## src/rtl/wb_mailbox_if.sv

```systemverilog
// rtl/wb_mailbox_if.sv - Wishbone classic slave bus bundle for the mailbox
interface wb_mailbox_if;
   logic        wbs_stb_i;
   logic        wbs_cyc_i;
   logic        wbs_we_i;
   logic [3:0]  wbs_sel_i;
   logic [31:0] wbs_dat_i;
   logic [31:0] wbs_adr_i;
   logic        wbs_ack_o;
   logic [31:0] wbs_dat_o;

   modport master (
      output wbs_stb_i, wbs_cyc_i, wbs_we_i, wbs_sel_i, wbs_dat_i, wbs_adr_i,
      input  wbs_ack_o, wbs_dat_o
   );

   modport slave (
      input  wbs_stb_i, wbs_cyc_i, wbs_we_i, wbs_sel_i, wbs_dat_i, wbs_adr_i,
      output wbs_ack_o, wbs_dat_o
   );
endinterface

```

## src/rtl/wb_mailbox.sv

```systemverilog
// rtl/wb_mailbox.sv - Wishbone mailbox with host-to-core and core-to-host FIFOs
module wb_mailbox #(
   parameter logic [31:0] BASE_ADDR = 32'h3000_0000,
   parameter int          DEPTH     = 4
) (
   input  logic        wb_clk_i,
   input  logic        rst_n,
   wb_mailbox_if.slave wbs,
   output logic [31:0] mb_data_o,
   output logic        mb_valid_o,
   input  logic        mb_rd_i,
   input  logic [31:0] rsp_data_i,
   input  logic        rsp_wr_i,
   output logic        rsp_full_o,
   output logic        irq_o
);
   localparam int AW = (DEPTH > 1) ? $clog2(DEPTH) : 1;
   localparam int CW = AW + 1;

   logic          r_ack;
   logic          r_we;
   logic [1:0]    r_reg;
   logic [3:0]    r_be;
   logic [31:0]   r_wdat;
   logic          r_ovf;
   logic          r_unf;
   logic          r_irq_en;
   logic          r_irq;

   logic [31:0]   r_h2c_mem [DEPTH];
   logic [AW-1:0] r_h2c_wp;
   logic [AW-1:0] r_h2c_rp;
   logic [CW-1:0] r_h2c_cnt;
   logic [31:0]   r_c2h_mem [DEPTH];
   logic [AW-1:0] r_c2h_wp;
   logic [AW-1:0] r_c2h_rp;
   logic [CW-1:0] r_c2h_cnt;

   logic          w_sel;
   logic          w_h2c_full, w_h2c_empty, w_c2h_full, w_c2h_empty;
   logic          w_h2c_push_req, w_h2c_push, w_h2c_pop, w_ovf_set;
   logic          w_data_rd, w_c2h_push, w_c2h_pop, w_unf_set;
   logic          w_stat_wr, w_ctrl_wr, w_flush;
   logic [31:0]   w_status;
   logic [31:0]   w_rdata;
   logic          w_unused;

   assign w_unused = ^wbs.wbs_adr_i[1:0];

   assign w_sel = wbs.wbs_cyc_i & wbs.wbs_stb_i & ~r_ack &
                  (wbs.wbs_adr_i[31:4] == BASE_ADDR[31:4]);

   assign w_h2c_full  = (r_h2c_cnt == CW'(DEPTH));
   assign w_h2c_empty = (r_h2c_cnt == '0);
   assign w_c2h_full  = (r_c2h_cnt == CW'(DEPTH));
   assign w_c2h_empty = (r_c2h_cnt == '0);

   // The ack cycle is the commit cycle: every side effect keys off r_ack.
   assign w_h2c_push_req = r_ack & r_we & (r_reg == 2'd0) & (r_be == 4'hF);
   assign w_data_rd      = r_ack & ~r_we & (r_reg == 2'd0);
   assign w_stat_wr      = r_ack & r_we & (r_reg == 2'd1) & r_be[0];
   assign w_ctrl_wr      = r_ack & r_we & (r_reg == 2'd2) & r_be[0];
   assign w_flush        = w_ctrl_wr & r_wdat[1];

   assign w_h2c_pop  = mb_rd_i & ~w_h2c_empty;
   assign w_h2c_push = w_h2c_push_req & (~w_h2c_full | w_h2c_pop);
   assign w_ovf_set  = w_h2c_push_req & w_h2c_full & ~w_h2c_pop;
   assign w_c2h_pop  = w_data_rd & ~w_c2h_empty;
   assign w_unf_set  = w_data_rd & w_c2h_empty;
   assign w_c2h_push = rsp_wr_i & (~w_c2h_full | w_c2h_pop);

   always_ff @(posedge wb_clk_i or negedge rst_n) begin
      if (!rst_n) begin
         r_ack  <= 1'b0;
         r_we   <= 1'b0;
         r_reg  <= 2'd0;
         r_be   <= 4'h0;
         r_wdat <= 32'h0;
      end else begin
         r_ack <= w_sel;
         if (w_sel) begin
            r_we   <= wbs.wbs_we_i;
            r_reg  <= wbs.wbs_adr_i[3:2];
            r_be   <= wbs.wbs_sel_i;
            r_wdat <= wbs.wbs_dat_i;
         end
      end
   end

   always_ff @(posedge wb_clk_i or negedge rst_n) begin
      if (!rst_n) begin
         r_ovf    <= 1'b0;
         r_unf    <= 1'b0;
         r_irq_en <= 1'b0;
         r_irq    <= 1'b0;
      end else begin
         if (w_stat_wr && r_wdat[4]) r_ovf <= 1'b0;
         else if (w_ovf_set)         r_ovf <= 1'b1;
         if (w_stat_wr && r_wdat[5]) r_unf <= 1'b0;
         else if (w_unf_set)         r_unf <= 1'b1;
         if (w_ctrl_wr) r_irq_en <= r_wdat[0];
         r_irq <= r_irq_en & ~w_c2h_empty;
      end
   end

   // Flush wins over any concurrent core-side push or pop.
   always_ff @(posedge wb_clk_i or negedge rst_n) begin
      if (!rst_n) begin
         r_h2c_wp  <= '0;
         r_h2c_rp  <= '0;
         r_h2c_cnt <= '0;
         r_c2h_wp  <= '0;
         r_c2h_rp  <= '0;
         r_c2h_cnt <= '0;
      end else if (w_flush) begin
         r_h2c_wp  <= '0;
         r_h2c_rp  <= '0;
         r_h2c_cnt <= '0;
         r_c2h_wp  <= '0;
         r_c2h_rp  <= '0;
         r_c2h_cnt <= '0;
      end else begin
         if (w_h2c_push) r_h2c_wp <= r_h2c_wp + 1'b1;
         if (w_h2c_pop)  r_h2c_rp <= r_h2c_rp + 1'b1;
         case ({w_h2c_push, w_h2c_pop})
            2'b10:   r_h2c_cnt <= r_h2c_cnt + 1'b1;
            2'b01:   r_h2c_cnt <= r_h2c_cnt - 1'b1;
            default: r_h2c_cnt <= r_h2c_cnt;
         endcase
         if (w_c2h_push) r_c2h_wp <= r_c2h_wp + 1'b1;
         if (w_c2h_pop)  r_c2h_rp <= r_c2h_rp + 1'b1;
         case ({w_c2h_push, w_c2h_pop})
            2'b10:   r_c2h_cnt <= r_c2h_cnt + 1'b1;
            2'b01:   r_c2h_cnt <= r_c2h_cnt - 1'b1;
            default: r_c2h_cnt <= r_c2h_cnt;
         endcase
      end
   end

   always_ff @(posedge wb_clk_i) begin
      if (w_h2c_push) r_h2c_mem[r_h2c_wp] <= r_wdat;
      if (w_c2h_push) r_c2h_mem[r_c2h_wp] <= rsp_data_i;
   end

   always_comb begin
      w_status        = 32'h0;
      w_status[0]     = w_h2c_full;
      w_status[1]     = w_h2c_empty;
      w_status[2]     = w_c2h_full;
      w_status[3]     = w_c2h_empty;
      w_status[4]     = r_ovf;
      w_status[5]     = r_unf;
      w_status[12:8]  = 5'(r_h2c_cnt);
      w_status[20:16] = 5'(r_c2h_cnt);
   end

   always_comb begin
      w_rdata = 32'h0;
      case (r_reg)
         2'd0:    w_rdata = w_c2h_empty ? 32'h0 : r_c2h_mem[r_c2h_rp];
         2'd1:    w_rdata = w_status;
         2'd2:    w_rdata = {31'h0, r_irq_en};
         default: w_rdata = 32'h0;
      endcase
   end

   assign wbs.wbs_ack_o = r_ack;
   assign wbs.wbs_dat_o = (r_ack && !r_we) ? w_rdata : 32'h0;

   assign mb_valid_o = ~w_h2c_empty;
   assign mb_data_o  = w_h2c_empty ? 32'h0 : r_h2c_mem[r_h2c_rp];
   assign rsp_full_o = w_c2h_full;
   assign irq_o      = r_irq;
endmodule

```

## src/flat_wrapper.sv

```systemverilog
// flat-port wrapper written by rule: the top's interface ports become plain ports
module wb_mailbox_flat 
#(
   parameter logic [31:0] BASE_ADDR = 32'h3000_0000,
   parameter int          DEPTH     = 4
)
  (wb_clk_i, rst_n, mb_data_o, mb_valid_o, mb_rd_i, rsp_data_i, rsp_wr_i, rsp_full_o, irq_o, wbs_wbs_stb_i, wbs_wbs_cyc_i, wbs_wbs_we_i, wbs_wbs_sel_i, wbs_wbs_dat_i, wbs_wbs_adr_i, wbs_wbs_ack_o, wbs_wbs_dat_o);
  wb_mailbox_if wbs_i ();
  input  logic wb_clk_i;
  input  logic rst_n;
  output logic [31:0] mb_data_o;
  output logic mb_valid_o;
  input  logic mb_rd_i;
  input  logic [31:0] rsp_data_i;
  input  logic rsp_wr_i;
  output logic rsp_full_o;
  output logic irq_o;
  input wire logic [$bits(wbs_i.wbs_stb_i)-1:0] wbs_wbs_stb_i;
  input wire logic [$bits(wbs_i.wbs_cyc_i)-1:0] wbs_wbs_cyc_i;
  input wire logic [$bits(wbs_i.wbs_we_i)-1:0] wbs_wbs_we_i;
  input wire logic [$bits(wbs_i.wbs_sel_i)-1:0] wbs_wbs_sel_i;
  input wire logic [$bits(wbs_i.wbs_dat_i)-1:0] wbs_wbs_dat_i;
  input wire logic [$bits(wbs_i.wbs_adr_i)-1:0] wbs_wbs_adr_i;
  output wire logic [$bits(wbs_i.wbs_ack_o)-1:0] wbs_wbs_ack_o;
  output wire logic [$bits(wbs_i.wbs_dat_o)-1:0] wbs_wbs_dat_o;
  assign wbs_i.wbs_stb_i = wbs_wbs_stb_i;
  assign wbs_i.wbs_cyc_i = wbs_wbs_cyc_i;
  assign wbs_i.wbs_we_i = wbs_wbs_we_i;
  assign wbs_i.wbs_sel_i = wbs_wbs_sel_i;
  assign wbs_i.wbs_dat_i = wbs_wbs_dat_i;
  assign wbs_i.wbs_adr_i = wbs_wbs_adr_i;
  assign wbs_wbs_ack_o = wbs_i.wbs_ack_o;
  assign wbs_wbs_dat_o = wbs_i.wbs_dat_o;
  wb_mailbox #(.BASE_ADDR(BASE_ADDR), .DEPTH(DEPTH)) u_core (.wb_clk_i(wb_clk_i), .rst_n(rst_n), .wbs(wbs_i), .mb_data_o(mb_data_o), .mb_valid_o(mb_valid_o), .mb_rd_i(mb_rd_i), .rsp_data_i(rsp_data_i), .rsp_wr_i(rsp_wr_i), .rsp_full_o(rsp_full_o), .irq_o(irq_o));
endmodule
```

## config.mk

```make
export PLATFORM = sky130hd
export DESIGN_NAME = wb_mailbox_flat
export DESIGN_NICKNAME = d
export VERILOG_FILES = /design/src/rtl/wb_mailbox_if.sv /design/src/rtl/wb_mailbox.sv /design/src/flat_wrapper.sv
export SDC_FILE = /design/constraint.sdc
export NUM_CORES = 1
export LEC_CHECK = 0
export ABC_AREA = 1
export ABC_CLOCK_PERIOD_IN_PS = 7600
export CAP_MARGIN = 20
export CORE_MARGIN = 2
export CORE_UTILIZATION = 59
export CTS_CLUSTER_SIZE = 16
export DETAILED_ROUTE_END_ITERATION = 7
export GPL_TIMING_DRIVEN = 1
export PLACE_DENSITY = 0.95
export SETUP_SLACK_MARGIN = 0.2
export SYNTH_ARGS = -nofsm -noshare
export SYNTH_HDL_FRONTEND = slang
export SYNTH_SLANG_ARGS = --single-unit
```

## constraint.sdc

```tcl
create_clock -name wb_clk_i -period 7.6 [get_ports wb_clk_i]
set_clock_uncertainty 0.05 [all_clocks]
set_input_delay 1.9 -clock wb_clk_i [delete_from_list [all_inputs] [get_ports wb_clk_i]]
set_output_delay 1.9 -clock wb_clk_i [all_outputs]
set_load 0.05 [all_outputs]
```

==> flow_metrics.py <==
metrics = {
    "global_route": {
        "grt_max_degree": 68,
        "globalRouteMet1Util_pct": 34.2,
        "antenna_found_initial": 2,
        "overflow": 0,
        "grt_usage_pct": 27.5,
        "busiest_layer": "met2",
        "grt_pass1_wl_microns": 50100,
        "grt_pass1_vias": 9449,
        "use_met3_pct": 5.72,
        "grt_util_met2_pct": 48.0,
    },
    "layout": {
        "fin_util_pct": 73.3,
        "drive_gt1_share_pct": 5.54,
        "fin_nets": 1450,
        "layout.cells.non_filler": 1633,
        "antenna_cells": 0,
        "area_growth_pct": 22.7,
        "final_area_sq_um": 15900,
        "nFillCells": 1218,
        "reg_top3": "u_core.r_c2h_mem (128), u_core.r_h2c_mem (128), u_core.r_wdat (32)",
    },
    "die": {
        "rows": 54,
        "start_util_pct": 59.7,
        "coreArea_sq_um": 21700,
        "pin_count": 175,
        "die_y_microns": 152,
        "die_w_microns": 152,
        "die-area_sq_um": 23100,
    },
    "cts": {
        "cts_tree": "done",
        "cts_setup_buffers": 0,
        "cts-resized-gates": 0,
        "cts_made_buffers": 29,
        "path_clk_slew_ns": 0.06,
        "htreeDepth": 1,
        "clock_sinks": 314,
        "clk_latency_ns": 0.55,
        "cts_buffer_depth": 3,
        "cts-root-buf": "clkbuf_16",
        "cts_hold_buf": 0,
    },
    "place": {
        "io_buffers": 172,
        "pre_cts_slack_ns": 2.27,
        "routabilityCongestion": 0.806,
        "placed_area_sq_um": 14900,
        "dp_cells": 1573,
        "dp_hpwl_microns": 18100,
    },
    "worst_setup_path": {
        "reg2reg_slack_ns": 4.96,
        "r2r-start": "u_core.r_reg[0]$_DFFE_PN0P_",
        "r2r-end": "u_core.r_h2c_cnt[2]$_DFFE_PN0P_",
        "cp.arrival_ns": 3.61,
        "critPathRequiredTime_ns": 5.65,
        "critPathMaxFanout": 65,
        "critPathKind": "flip-flop to primary output",
        "crit_path_start": "u_core.r_c2h_rp[0]$_DFFE_PN0P_",
        "cp-end-kind": "primary output",
        "ff2ff_path_depth": 11,
        "worstSetupStartpointType": "flip-flop",
    },
    "detailed_routing": {
        "drc_errors": 0,
        "wl_microns": 33200,
        "vias": 9729,
        "dr.first_iter.drc_count": 1293,
        "post_drt_wl_per_cell_microns": 20.4,
        "ant_nets": 0,
        "firstDrtPassIters": 7,
        "avgViaCountPerCell": 5.96,
    },
    "timing": {
        "hold_violations": 0,
        "maxSlewHeadroom_pct": 25.6,
        "fin_crit_sh_pct": 73.2,
        "drv_slew": 0,
        "worstMarginPinSlew_ns": 1.11,
        "setup_slack_ns": 2.04,
        "finalSetupViolCount": 0,
        "rsz0062_at_grt": "no",
        "fmax_ghz": 0.180,
        "totalNegativeSetupSlack_ns": 0,
        "whs_ns": 0.431,
        "fin_crit_ns": 5.56,
    },
    "power_and_ir_drop": {
        "power_mw": 3.78,
        "irDropWorstVdd_v": 0.000252,
        "powerDensity_nw_per_um2": 238,
        "leakagePower_nw": 6.27,
    },
    "synthesis": {
        "ys_seq_area_share_pct": 70.6,
        "synth.avg_cell_area_sq_um": 11.0,
        "yosysUniqueCellTypes": 30,
        "yosys_warnings": 0,
        "synth_seq_cells": 314,
        "syn-num-nets": 1295,
        "netlist_area_sq_um": 12900,
        "syn_inst": 1176,
    },
    "hold_path": {
        "hold_path_end": "u_core.r_be[2]$_DFFE_PN0P_",
        "hold_class": "flip-flop to flip-flop",
        "min-delay-start": "u_core.r_be[2]$_DFFE_PN0P_",
        "hold_path_depth": 2,
    },
    "run_status": {
        "status": "completed",
    },
    "run": {
        "cap_viol_max_count": 0,
    },
}
-- cell type report --
cell class / count / area, sq um / area share [%]
clock buffer: 46 / 851 / 5.35
sequential: 314 / 9140 / 57.5
inverter: 60 / 225 / 1.42
tap: 280 / 350 / 2.20
clock inverter: 7 / 32.5 / 0.205
multi-input combinational: 740 / 3360 / 21.2
timing repair buffer: 186 / 1930 / 12.1
-- worst max path at each step --
stage	end	slack, ns	depth (start not counted)
after global routing	wbs_wbs_dat_o[5]	1.92	8
final	wbs_wbs_dat_o[0]	2.04	8
after floorplan	wbs_wbs_dat_o[2]	3.57	3
after detailed placement	wbs_wbs_dat_o[1]	2.27	8
after global placement	wbs_wbs_dat_o[1]	2.35	8
after CTS	wbs_wbs_dat_o[0]	1.64	8
-- layer usage --
| layer | vias to the layer above | wire [microns] |
|---|---|---|
| met3 | 88 | 3660 |
| met1 | 4656 | 11300 |
| li1 | 4287 | - |
| met2 | 694 | 17200 |
| met5 | - | 26 |
| met4 | 4 | 1010 |
-- cells in the mapped netlist --
| master | instances | share of area (%) |
|---|---|---|
| a21boi_0 | 1 | 0.058 |
| buf_4 | 5 | 0.29 |
| nor3b_2 | 2 | 0.19 |
| edfxtp_1 | 256 | 59 |
| and2_0 | 1 | 0.048 |
| xnor2_1 | 1 | 0.068 |
| o21ai_0 | 125 | 4.8 |
| nand2_2 | 2 | 0.097 |
| a21oi_1 | 67 | 2.6 |
| buf_1 | 3 | 0.087 |
| nor3_4 | 1 | 0.13 |
| o21ai_1 | 8 | 0.31 |
| inv_1 | 56 | 1.6 |
| ha_1 | 10 | 0.97 |
| buf_6 | 1 | 0.087 |
| xor2_1 | 2 | 0.14 |
| nor2_2 | 2 | 0.097 |
| nand2_1 | 202 | 5.9 |
| inv_2 | 2 | 0.058 |
| dfrtp_1 | 58 | 11 |
| nor3_2 | 1 | 0.077 |
| nor3_1 | 3 | 0.12 |
| or2_2 | 1 | 0.048 |
| buf_2 | 27 | 1.0 |
| nor2_1 | 256 | 7.4 |
| fa_1 | 2 | 0.31 |
| clkbuf_1 | 26 | 0.75 |
| clkinv_1 | 2 | 0.058 |
| nand3_1 | 50 | 1.9 |
| nand4_1 | 3 | 0.14 |
-- logic make-up after synthesis --
group           synth area share [%]
simple gates                    16.2
flops                           70.6
compound gates                  7.79
buf+inv                         4.00
fa+ha+maj                       1.28
xor+xnor                       0.203
-- power by group --
part           total (mW)  internal [mW]  switching, mW
clock network        1.36          0.763          0.600
registers            2.06           2.01         0.0509
logic               0.352          0.123          0.229
total                3.78           2.90          0.880
-- worst max-delay path: stages, from the launching register on --
cell and delay, ns:
dfrtp_2 0.58, inv_2 0.83, nand2_1 0.12, nand2_1 0.11, nand2_1 0.05, o21ai_0 0.11, nand2_1 0.11, a21oi_1 0.27
clkdlybuf4s50_1 0.86
-- placed cells by master, fill, tap and decap left out, drive strengths merged --
| master | count |
|---|---|
| nand2 | 204 |
| dfrtp | 58 |
| nand4 | 3 |
| nor3b | 2 |
| a21oi | 67 |
| clkbuf | 46 |
| nand3 | 50 |
| or2 | 1 |
| fa | 2 |
| xnor2 | 1 |
| a21boi | 1 |
| nor2 | 258 |
| buf | 15 |
| xor2 | 2 |
| clkinv | 9 |
| nor3 | 5 |
| clkdlybuf4s50 | 171 |
| inv | 58 |
| edfxtp | 256 |
| and2 | 1 |
| ha | 10 |
| o21ai | 133 |
No activity file was read; power rests on OpenSTA's default activity.
